==> src/rtl/spi_txn_arbiter.sv <==
// -----------------------------------------------------------------------------
// spi_txn_arbiter
//
// Shares one spi_master between NUM_REQ byte-transaction requesters. A
// round-robin arbiter picks a winner. Its tx byte and SPI mode are latched onto
// the master's din/mode. The block raises the master's start handshake and
// follows the transaction through SS. It also shadow-samples MISO on the same
// edges the master uses, so the received byte can be returned with the
// completion pulse.
//
// Optional build macro:
//   SPI_ARB_TIMEOUT_EN - aborts a transaction that has not seen SS rise within
//                        TIMEOUT_CYC cycles of grant and pulses err[winner].
//                        When undefined, err is constant 0 and the block waits
//                        for the master indefinitely.
//
// Ports:
//   clk       system clock; all flops on the rising edge
//   reset     synchronous active-low reset
//   req       level request per requester, held until its done/err
//   req_din   tx byte per requester, slice i = [8i+7:8i]
//   req_mode  SPI mode per requester, slice i = [2i+1:2i] ({CPOL,CPHA})
//   gnt       one-hot grant, high for the whole transaction
//   done      one-cycle pulse on the winner's bit at normal completion
//   err       one-cycle pulse on the winner's bit at timeout abort
//   rx_data   received byte, valid with done and held until the next grant
//   busy      high whenever the arbiter is not idle
//   m_start   spi_master start
//   m_din     spi_master din
//   m_mode    spi_master mode
//   m_ss      spi_master SS (active low)
//   m_sclk    spi_master SCLK
//   m_miso    MISO net, the same one the master samples
//
// State | meaning
// ------+--------------------------------------------------------------------
// IDLE  | no transaction; arbitrate among set req bits
// START | m_start held high until the master pulls SS low
// XFER  | SS low; shadow-shift MISO on the mode's sample edges
// FIN   | SS has risen; done/rx_data are visible this cycle, gnt already low
// GAP   | one mandatory idle cycle before the next arbitration
// -----------------------------------------------------------------------------
module spi_txn_arbiter #(
  parameter int NUM_REQ     = 4,
  parameter int TIMEOUT_CYC = 64
) (
  input  logic                 clk,
  input  logic                 reset,
  input  logic [NUM_REQ-1:0]   req,
  input  logic [NUM_REQ*8-1:0] req_din,
  input  logic [NUM_REQ*2-1:0] req_mode,
  output logic [NUM_REQ-1:0]   gnt,
  output logic [NUM_REQ-1:0]   done,
  output logic [NUM_REQ-1:0]   err,
  output logic [7:0]           rx_data,
  output logic                 busy,
  output logic                 m_start,
  output logic [7:0]           m_din,
  output logic [1:0]           m_mode,
  input  logic                 m_ss,
  input  logic                 m_sclk,
  input  logic                 m_miso
);

  localparam int PTR_W = (NUM_REQ > 1) ? $clog2(NUM_REQ) : 1;

  if (NUM_REQ < 2 || NUM_REQ > 8 || TIMEOUT_CYC < 2) begin : g_param_check
    $error("spi_txn_arbiter: NUM_REQ must be 2..8 and TIMEOUT_CYC at least 2");
  end

  typedef enum logic [2:0] {
    S_IDLE,
    S_START,
    S_XFER,
    S_FIN,
    S_GAP
  } state_t;

  state_t             state, state_nxt;
  logic [PTR_W-1:0]   rr_ptr, rr_nxt;
  logic [3:0]         bit_cnt, bit_cnt_nxt;
  logic [7:0]         shreg, shreg_nxt;
  logic               prev_sclk;

  logic [NUM_REQ-1:0] gnt_nxt, done_nxt, err_nxt;
  logic [7:0]         rx_nxt, m_din_nxt;
  logic [1:0]         m_mode_nxt;
  logic               m_start_nxt;

  logic               pick_vld;
  logic [PTR_W-1:0]   pick, cand;
  logic [7:0]         din_sel;
  logic [1:0]         mode_sel;
  logic [NUM_REQ-1:0] pick_oh, win_oh;

  logic               sclk_edge, lead_edge, trail_edge, sample_edge;
  logic               timeout_hit;

  assign busy = (state != S_IDLE);

  // Round-robin search: first set req starting just above the last winner.
  always_comb begin
    pick_vld = 1'b0;
    pick     = '0;
    cand     = '0;
    for (int i = 1; i <= NUM_REQ; i++) begin
      cand = PTR_W'((int'(rr_ptr) + i) % NUM_REQ);
      if (!pick_vld && req[cand]) begin
        pick_vld = 1'b1;
        pick     = cand;
      end
    end
  end

  always_comb begin
    din_sel  = '0;
    mode_sel = '0;
    for (int j = 0; j < NUM_REQ; j++) begin
      if (pick == PTR_W'(j)) begin
        din_sel  = req_din[j*8 +: 8];
        mode_sel = req_mode[j*2 +: 2];
      end
    end
  end

  assign pick_oh = NUM_REQ'(1) << pick;
  // rr_ptr is loaded with the winner at grant, so it doubles as the winner index.
  assign win_oh  = NUM_REQ'(1) << rr_ptr;

  // Edge classification relative to the idle clock level (CPOL): leaving the
  // idle level is the leading edge, returning to it is the trailing edge.
  assign sclk_edge   = (m_sclk != prev_sclk);
  assign lead_edge   = sclk_edge && (prev_sclk == m_mode[1]);
  assign trail_edge  = sclk_edge && (prev_sclk != m_mode[1]);
  assign sample_edge = m_mode[0] ? trail_edge : lead_edge;

`ifdef SPI_ARB_TIMEOUT_EN
  localparam int TO_W = $clog2(TIMEOUT_CYC) + 1;

  logic [TO_W-1:0] to_cnt;

  assign timeout_hit = ((state == S_START) || (state == S_XFER)) &&
                       (to_cnt == TO_W'(TIMEOUT_CYC - 1));

  // Held at zero while idle, so it starts from zero on the grant edge.
  always_ff @(posedge clk) begin
    if (!reset) begin
      to_cnt <= '0;
    end else if (state == S_IDLE) begin
      to_cnt <= '0;
    end else if ((state == S_START) || (state == S_XFER)) begin
      to_cnt <= to_cnt + 1'b1;
    end
  end
`else
  assign timeout_hit = 1'b0;
`endif

  always_comb begin
    state_nxt   = state;
    rr_nxt      = rr_ptr;
    bit_cnt_nxt = bit_cnt;
    shreg_nxt   = shreg;
    gnt_nxt     = gnt;
    done_nxt    = '0;
    err_nxt     = '0;
    rx_nxt      = rx_data;
    m_start_nxt = m_start;
    m_din_nxt   = m_din;
    m_mode_nxt  = m_mode;

    case (state)
      S_IDLE: begin
        if (pick_vld) begin
          gnt_nxt     = pick_oh;
          m_din_nxt   = din_sel;
          m_mode_nxt  = mode_sel;
          rr_nxt      = pick;
          m_start_nxt = 1'b1;
          state_nxt   = S_START;
        end
      end

      S_START: begin
        if (timeout_hit) begin
          m_start_nxt = 1'b0;
          err_nxt     = win_oh;
          gnt_nxt     = '0;
          state_nxt   = S_GAP;
        end else if (!m_ss) begin
          // Dropping start here guarantees it is low long before the master
          // finishes and could relaunch.
          m_start_nxt = 1'b0;
          bit_cnt_nxt = '0;
          shreg_nxt   = '0;
          state_nxt   = S_XFER;
        end
      end

      S_XFER: begin
        if (sample_edge && !bit_cnt[3]) begin
          shreg_nxt   = {m_miso, shreg[7:1]};
          bit_cnt_nxt = bit_cnt + 4'd1;
        end
        if (timeout_hit) begin
          m_start_nxt = 1'b0;
          err_nxt     = win_oh;
          gnt_nxt     = '0;
          state_nxt   = S_GAP;
        end else if (m_ss) begin
          // Completion outputs are registered on entry so they are visible
          // during FIN; shreg_nxt includes any sample taken this same cycle.
          rx_nxt    = shreg_nxt;
          done_nxt  = win_oh;
          gnt_nxt   = '0;
          state_nxt = S_FIN;
        end
      end

      S_FIN: begin
        state_nxt = S_GAP;
      end

      S_GAP: begin
        state_nxt = S_IDLE;
      end

      default: begin
        state_nxt = S_IDLE;
      end
    endcase
  end

  always_ff @(posedge clk) begin
    if (!reset) begin
      state     <= S_IDLE;
      rr_ptr    <= PTR_W'(NUM_REQ - 1);
      bit_cnt   <= '0;
      shreg     <= '0;
      prev_sclk <= 1'b0;
      gnt       <= '0;
      done      <= '0;
      err       <= '0;
      rx_data   <= '0;
      m_start   <= 1'b0;
      m_din     <= '0;
      m_mode    <= '0;
    end else begin
      state     <= state_nxt;
      rr_ptr    <= rr_nxt;
      bit_cnt   <= bit_cnt_nxt;
      shreg     <= shreg_nxt;
      prev_sclk <= m_sclk;
      gnt       <= gnt_nxt;
      done      <= done_nxt;
      err       <= err_nxt;
      rx_data   <= rx_nxt;
      m_start   <= m_start_nxt;
      m_din     <= m_din_nxt;
      m_mode    <= m_mode_nxt;
    end
  end

endmodule

==> config.mk <==
export PLATFORM = sky130hd
export DESIGN_NAME = spi_txn_arbiter
export DESIGN_NICKNAME = d
export VERILOG_FILES = /design/src/rtl/spi_txn_arbiter.sv
export SDC_FILE = /design/constraint.sdc
export NUM_CORES = 1
export LEC_CHECK = 0
export ABC_AREA = 1
export BUFFER_PORTS_ARGS = -buffer_cell sky130_fd_sc_hd__buf_2
export CORE_MARGIN = 8
export CORE_UTILIZATION = 55
export DETAILED_ROUTE_END_ITERATION = 7
export PLACE_DENSITY = 0.85
export SYNTH_ARGS = -nofsm -noshare
export SYNTH_HDL_FRONTEND = slang
export SYNTH_SLANG_ARGS = --single-unit
==> constraint.sdc <==
create_clock -name clk -period 5.4 [get_ports clk]
set_input_delay 0.81 -clock clk [delete_from_list [all_inputs] [get_ports clk]]
set_output_delay 0.81 -clock clk [all_outputs]
set_load 0.005 [all_outputs]
## Word-level counts from Yosys, hierarchy flattened

Index checks and enable logic that the tools add are counted.

| storage, ports and cells | value |
|---|---|
| register bits after elaboration | 45 |
| input bits | 49 |
| output and inout bits | 32 |
| logic and storage cells | 100 |

| cells by class | value |
|---|---|
| add/subtract/negate cells | 5 |
| order comparisons | 4 |
| equality and inequality tests | 13 |
| shift operators | 2 |
| mux-type cells | 41 |
| reduce and logical (&&, ||, !) cells | 24 |

Operators with widths:

| operator | count |
|---|---|
| $mux 8 | 6 |
| $mux 2 | 8 |
| $mux 4 | 4 |
| $pmux 4 s2 | 2 |
| $pmux 8 s2 | 1 |
| $reduce_and 3->1 | 5 |
| $lt 2x3->1 const B | 4 |
| $pmux 3 s4 | 1 |
| $mux 1 | 11 |
| $mux 3 | 3 |
| $bmux 1 s2 | 4 |
| $ne 2x2->1 const B | 4 |
| $shl 1x2->4 const A | 2 |
| $eq 3x2->1 const B | 2 |
| $logic_and 1x1->1 | 6 |
| $reduce_and 2->1 | 3 |
| $reduce_bool 2->1 | 3 |
| $add 2x1->2 const B | 2 |
| $add 2x2->2 const B | 2 |
| $add 4x1->4 const B | 1 |
| $eq 2x2->1 const B | 2 |
| $logic_not 1->1 | 4 |
| $eq 3x1->1 const B | 1 |
| $logic_not 3->1 | 1 |
| 6 further kinds | 7 |

## Depth between registers and ports, before layout

| depth | value |
|---|---|
| depth in word-level cells | 18 |
| depth in mapped cells | 17 |

## Worst setup path after synthesis

OpenSTA, ideal clock, no wires.

| timing path | value |
|---|---|
| kind | input to register |
| from | in req[3] |
| to | reg m_mode[0] |
| arrival time | 1.932 ns |
| path slack | 3.340 ns |
| cell stages on the path | 13 |
| path through | nand2_1 -> nand2_1 -> nand2_1 -> nand2_1 -> nor2_4 -> nand3_2 -> nand2_2 -> inv_2 -> buf_2 -> nand3_1 -> nand2_1 -> a21oi_1 -> nor2_1 |

| on the way | value |
|---|---|
| longest elaborated chain between the ends | 17 |
| elaborated cells between the ends (all ways) | 31 |

Ends and longest elaborated chain:

| what | line | text |
|---|---|---|
| start: declaration | 49 | `input logic [NUM_REQ-1:0] req,` |
| $bmux 1 s2 | 108 | `if (!pick_vld && req[cand]) begin` |
| $mux 1 (implied by the code) | 108 |  |
| $mux 1 | 108 |  |
| $logic_not 1->1 | 108 |  |
| $logic_and 1x1->1 | 108 |  |
| $mux 1 | 108 |  |
| $logic_not 1->1 | 108 |  |
| $logic_and 1x1->1 | 108 |  |
| $mux 1 | 108 |  |
| $logic_not 1->1 | 108 |  |
| $logic_and 1x1->1 | 108 |  |
| $mux 2 | 108 |  |
| $logic_not 2->1 | 119 | `if (pick == PTR_W'(j)) begin` |
| $mux 2 (4 in series) | 119 |  |
| end signal: assignment | 260 | `m_mode <= m_mode_nxt;` |
| end: declaration | 59 | `output logic [1:0] m_mode,` |

Several ways; a longest one is shown, not always the timed one. The select of a mux whose other input is x is not followed.
A chain may end at the register's enable or synchronous reset.

## Worst setup path after layout

| timing path | value |
|---|---|
| from | reg rr_ptr[0] |
| to | reg m_din[3] |

| on the way | value |
|---|---|
| longest elaborated chain between the ends | 18 |
| elaborated cells between the ends (all ways) | 35 |

Ends and longest elaborated chain:

| what | line | text |
|---|---|---|
| start: declaration | 80 | `logic [PTR_W-1:0] rr_ptr, rr_nxt;` |
| start signal: assignment | 237 | `rr_ptr <= PTR_W'(NUM_REQ - 1);` |
| start signal: assignment | 250 | `rr_ptr <= rr_nxt;` |
| $add 2x1->2 | 107 | `cand = PTR_W'((int'(rr_ptr) + i) % NUM_REQ);` |
| $bmux 1 s2 | 108 |  |
| $mux 1 (implied by the code) | 108 |  |
| $mux 1 | 108 |  |
| $logic_not 1->1 | 108 |  |
| $logic_and 1x1->1 | 108 |  |
| $mux 1 | 108 |  |
| $logic_not 1->1 | 108 |  |
| $logic_and 1x1->1 | 108 |  |
| $mux 1 | 108 |  |
| $logic_not 1->1 | 108 |  |
| $logic_and 1x1->1 | 108 |  |
| $mux 2 | 108 |  |
| $logic_not 2->1 | 119 |  |
| $mux 8 (4 in series) | 119 |  |
| end signal: assignment | 259 | `m_din <= m_din_nxt;` |
| end: declaration | 58 | `output logic [7:0] m_din,` |

Several ways; a longest one is shown, not always the timed one. The select of a mux whose other input is x is not followed.

==> impl_metrics.env <==
export IMPL_status="finished, final reports clean"
export IMPL_drt_iter0_markers=129
export IMPL_layout_drive_gt1_share_pct=24.21
export IMPL_drv_slew=0
export IMPL_wire_per_inst_um=12.68
export IMPL_clkTransAtPathRegs_ns=0.08
export IMPL_report_power_total_mw=1.633
export IMPL_setup_violations=0
export IMPL_die_h_um=83.25
export IMPL_min_path_cells=2
export IMPL_numCtsBuffers=5
export IMPL_max_cap_violations=0
export IMPL_final_hold_viol_count=0
export IMPL_path_delay_family="simple AND/OR/NAND/NOR gates"
export IMPL_fmax_mhz=382.9
export IMPL_std_cell_rows=24
export IMPL_grt_max_degree=26
export IMPL_io_buffers=76
export IMPL_cp_required_ns=5.57
export IMPL_cts_root_buf="clkbuf_8"
export IMPL_clockPowerShare_pct=15.9
export IMPL_yosysWarnings=0
export IMPL_antenna_found_initial=0
export IMPL_grt_pass1_vias=2522
export IMPL_tritoncts="done"
export IMPL_worstPathArrival_ns=2.78
export IMPL_netlist_area_mm2=0.002487
export IMPL_p_sw_mw=0.8006
export IMPL_grt_pass1_wl_um=11020
export IMPL_fin_crit_sh_pct=48.36
export IMPL_die_w_um=83.25
export IMPL_reg2reg_from="rr_ptr[0]"
export IMPL_routed_wl_um=6262
export IMPL_crit_chain="inv_2 -> nand2_1 -> nand2_1 -> inv_1 -> nand2_1 -> o21ai_1 -> nand3_2 -> nand2_2 -> inv_2 -> nand3_1 -> nand2_1 -> a21oi_1 -> nor2_1"
export IMPL_min_to="bit_cnt[3]"
export IMPL_clock_sinks=45
export IMPL_final_common_cell="buf_2"
export IMPL_syn_inst=375
export IMPL_multi_input_area_mm2=0.001260
export IMPL_fillers=383
export IMPL_r2r_slack_ns=2.79
export IMPL_p_sw_share_pct=49.03
export IMPL_antenna_cells=0
export IMPL_grt_usage_pct=18.26
export IMPL_clkLatencyLatePin_ns=0.30
export IMPL_pin_count=81
export IMPL_start_kind="flop"
export IMPL_fin_tns_setup_ns=0
export IMPL_hold_start="bit_cnt[3]"
export IMPL_postCtsHoldBufs=0
export IMPL_seq_area_frac_synth_pct=36.22
export IMPL_overflow=0
export IMPL_final_cells=494
export IMPL_hpwl_um=4690
export IMPL_critPathCaptureType="flop"
export IMPL_vias=2601
export IMPL_regArea_um2=900.9
export IMPL_drt_vias_per_instance=5.265
export IMPL_cpMostUsedCell="nand2_1"
export IMPL_start_util_pct=57.13
export IMPL_route_detailed_drc=0
export IMPL_h_tree_depth=2
export IMPL_synth_seq_cells=45
export IMPL_post_cts_setup_buffers=0
export IMPL_min_path_type="flop to flop"
export IMPL_rsz0062_at_grt="no"
export IMPL_drtPass1Iterations=5
export IMPL_fin_nets=491
export IMPL_critical_path_class="flop to flop"
export IMPL_dieArea_mm2=0.006931
export IMPL_power_frac_seq_pct=27.1
export IMPL_power_density_mw_per_mm2=559.6
export IMPL_combinationalPowerShare_pct=57.0
export IMPL_gp_congestion=0.8947
export IMPL_cts_resized=0
export IMPL_ir_drop_mv=0.3018
export IMPL_yosysUniqueCellTypes=32
export IMPL_syn_area_per_cell_um2=6.633
export IMPL_max_stage_delay_ns=0.60
export IMPL_reg2regPathDepth=13
export IMPL_intPower_mw=0.8323
export IMPL_cellLeakagePower_nw=1.519
export IMPL_areaGrowthSynthToFinish_pct=17.30
export IMPL_skew_ns=0.007990
export IMPL_min_period_ns=2.612
export IMPL_cp_max_fo=24
export IMPL_timing_rr_end="m_din[3]"
export IMPL_critPathBufInv=3
export IMPL_slowest_stage="dfxtp_1"
export IMPL_core_mm2=0.004354
export IMPL_ant_nets=0
export IMPL_dp_cells=486
export IMPL_clockBufferDepth=2
export IMPL_final_cell_mix="buf_2, nand2_1, nor2_1"
## registers in the layout, summed over array words and instances, names as in the netlist
register	flops
m_start	1
m_mode	2
shreg	8
prev_sclk	1
done	4
gnt	4
rr_ptr	2
rx_data	8
bit_cnt	4
state	3
m_din	8
## power by group through the flow
stage / sequential, mW / combinational, mW / clock (mW)
after global placement: 0.449 / 0.891 / 0
after floorplan: 0.437 / 0.808 / 0
final: 0.442 / 0.931 / 0.260
after global routing: 0.450 / 1.07 / 0.279
after detailed placement: 0.448 / 0.922 / 0
after CTS: 0.442 / 0.927 / 0.265
## cell type report
type / count / share of cell area (%)
clock buffer: 7 / 2.959
clock inverter: 1 / 1.029
inverter: 52 / 6.690
multi-input combinational: 261 / 43.18
sequential: 45 / 30.87
tap: 52 / 2.230
timing repair buffer: 76 / 13.04
## through the flow
step	util (%)	setup WS [ns]	instance area, um2	hold slack (ns)
after detailed placement	64.34	2.678	2801	0.4519
final	67.01	2.788	2918	0.4600
after global routing	67.01	2.431	2918	0.4944
after floorplan	-	3.340	2499	0.4359
after global placement	64.34	2.766	2801	0.4478
after CTS	67.01	2.815	2918	0.4639
## worst max path at each step
stage | from | endpoint | slack (ns) | cells after the start
final | rr_ptr[0] | m_din[3] | 2.79 | 13
after global routing | rr_ptr[0] | m_din[3] | 2.43 | 13
after CTS | rr_ptr[0] | m_din[6] | 2.82 | 11
after detailed placement | req[0] | m_din[3] | 2.68 | 13
after global placement | req[0] | m_mode[1] | 2.77 | 13
after floorplan | req[3] | m_mode[0] | 3.34 | 13
## worst register-to-register path, stage by stage, from the launching register on
cell and delay [ns]:
dfxtp_1 0.60, inv_2 0.18, nand2_1 0.09, nand2_1 0.08, inv_1 0.10, nand2_1 0.05
o21ai_1 0.18, nand3_2 0.12, nand2_2 0.37, inv_2 0.26, nand3_1 0.15, nand2_1 0.08
a21oi_1 0.16, nor2_1 0.06
## cell usage after synthesis (all sizes together)
| library cell | count | area share (%) |
|---|---|---|
| o211a | 1 | 0.40 |
| nand3b | 1 | 0.30 |
| conb | 1 | 0.15 |
| or2 | 1 | 0.25 |
| nor3 | 2 | 0.40 |
| buf | 15 | 5.0 |
| a21oi | 17 | 3.9 |
| o22ai | 8 | 2.0 |
| xnor2 | 1 | 0.35 |
| o21ai | 36 | 7.2 |
| nand3 | 36 | 7.8 |
| inv | 50 | 7.5 |
| dfxtp | 45 | 36 |
| nand2 | 84 | 14 |
| o31ai | 2 | 0.60 |
| clkinv | 2 | 0.30 |
| ha | 1 | 0.50 |
| xor2 | 1 | 0.35 |
| nand4 | 14 | 3.8 |
| nor2 | 52 | 8.6 |
| clkbuf | 5 | 0.75 |
## routing by layer
layer / global-route usage (%) / vias up / part of all wire [%] / wire (um)
met2: 28.15 / 119 / 45 / 2793
met4: 7.029 / 0 / 1.9 / 119
met3: 6.250 / 13 / 9.8 / 614
met5: 0 / - / 0 / 0
met1: 22.73 / 1137 / 44 / 2735
li1: - / 1332 / - / -
## cells by family after synthesis
group	count (synthesis)	synth area share, %
other cells	1	0.1508
compound gates	64	14.13
buf+inv	72	13.58
flops	45	36.22
simple gates	190	34.71
xor+xnor	2	0.7044
fa+ha+maj	1	0.5029
Note: power is estimated with default switching activity, not from simulation.
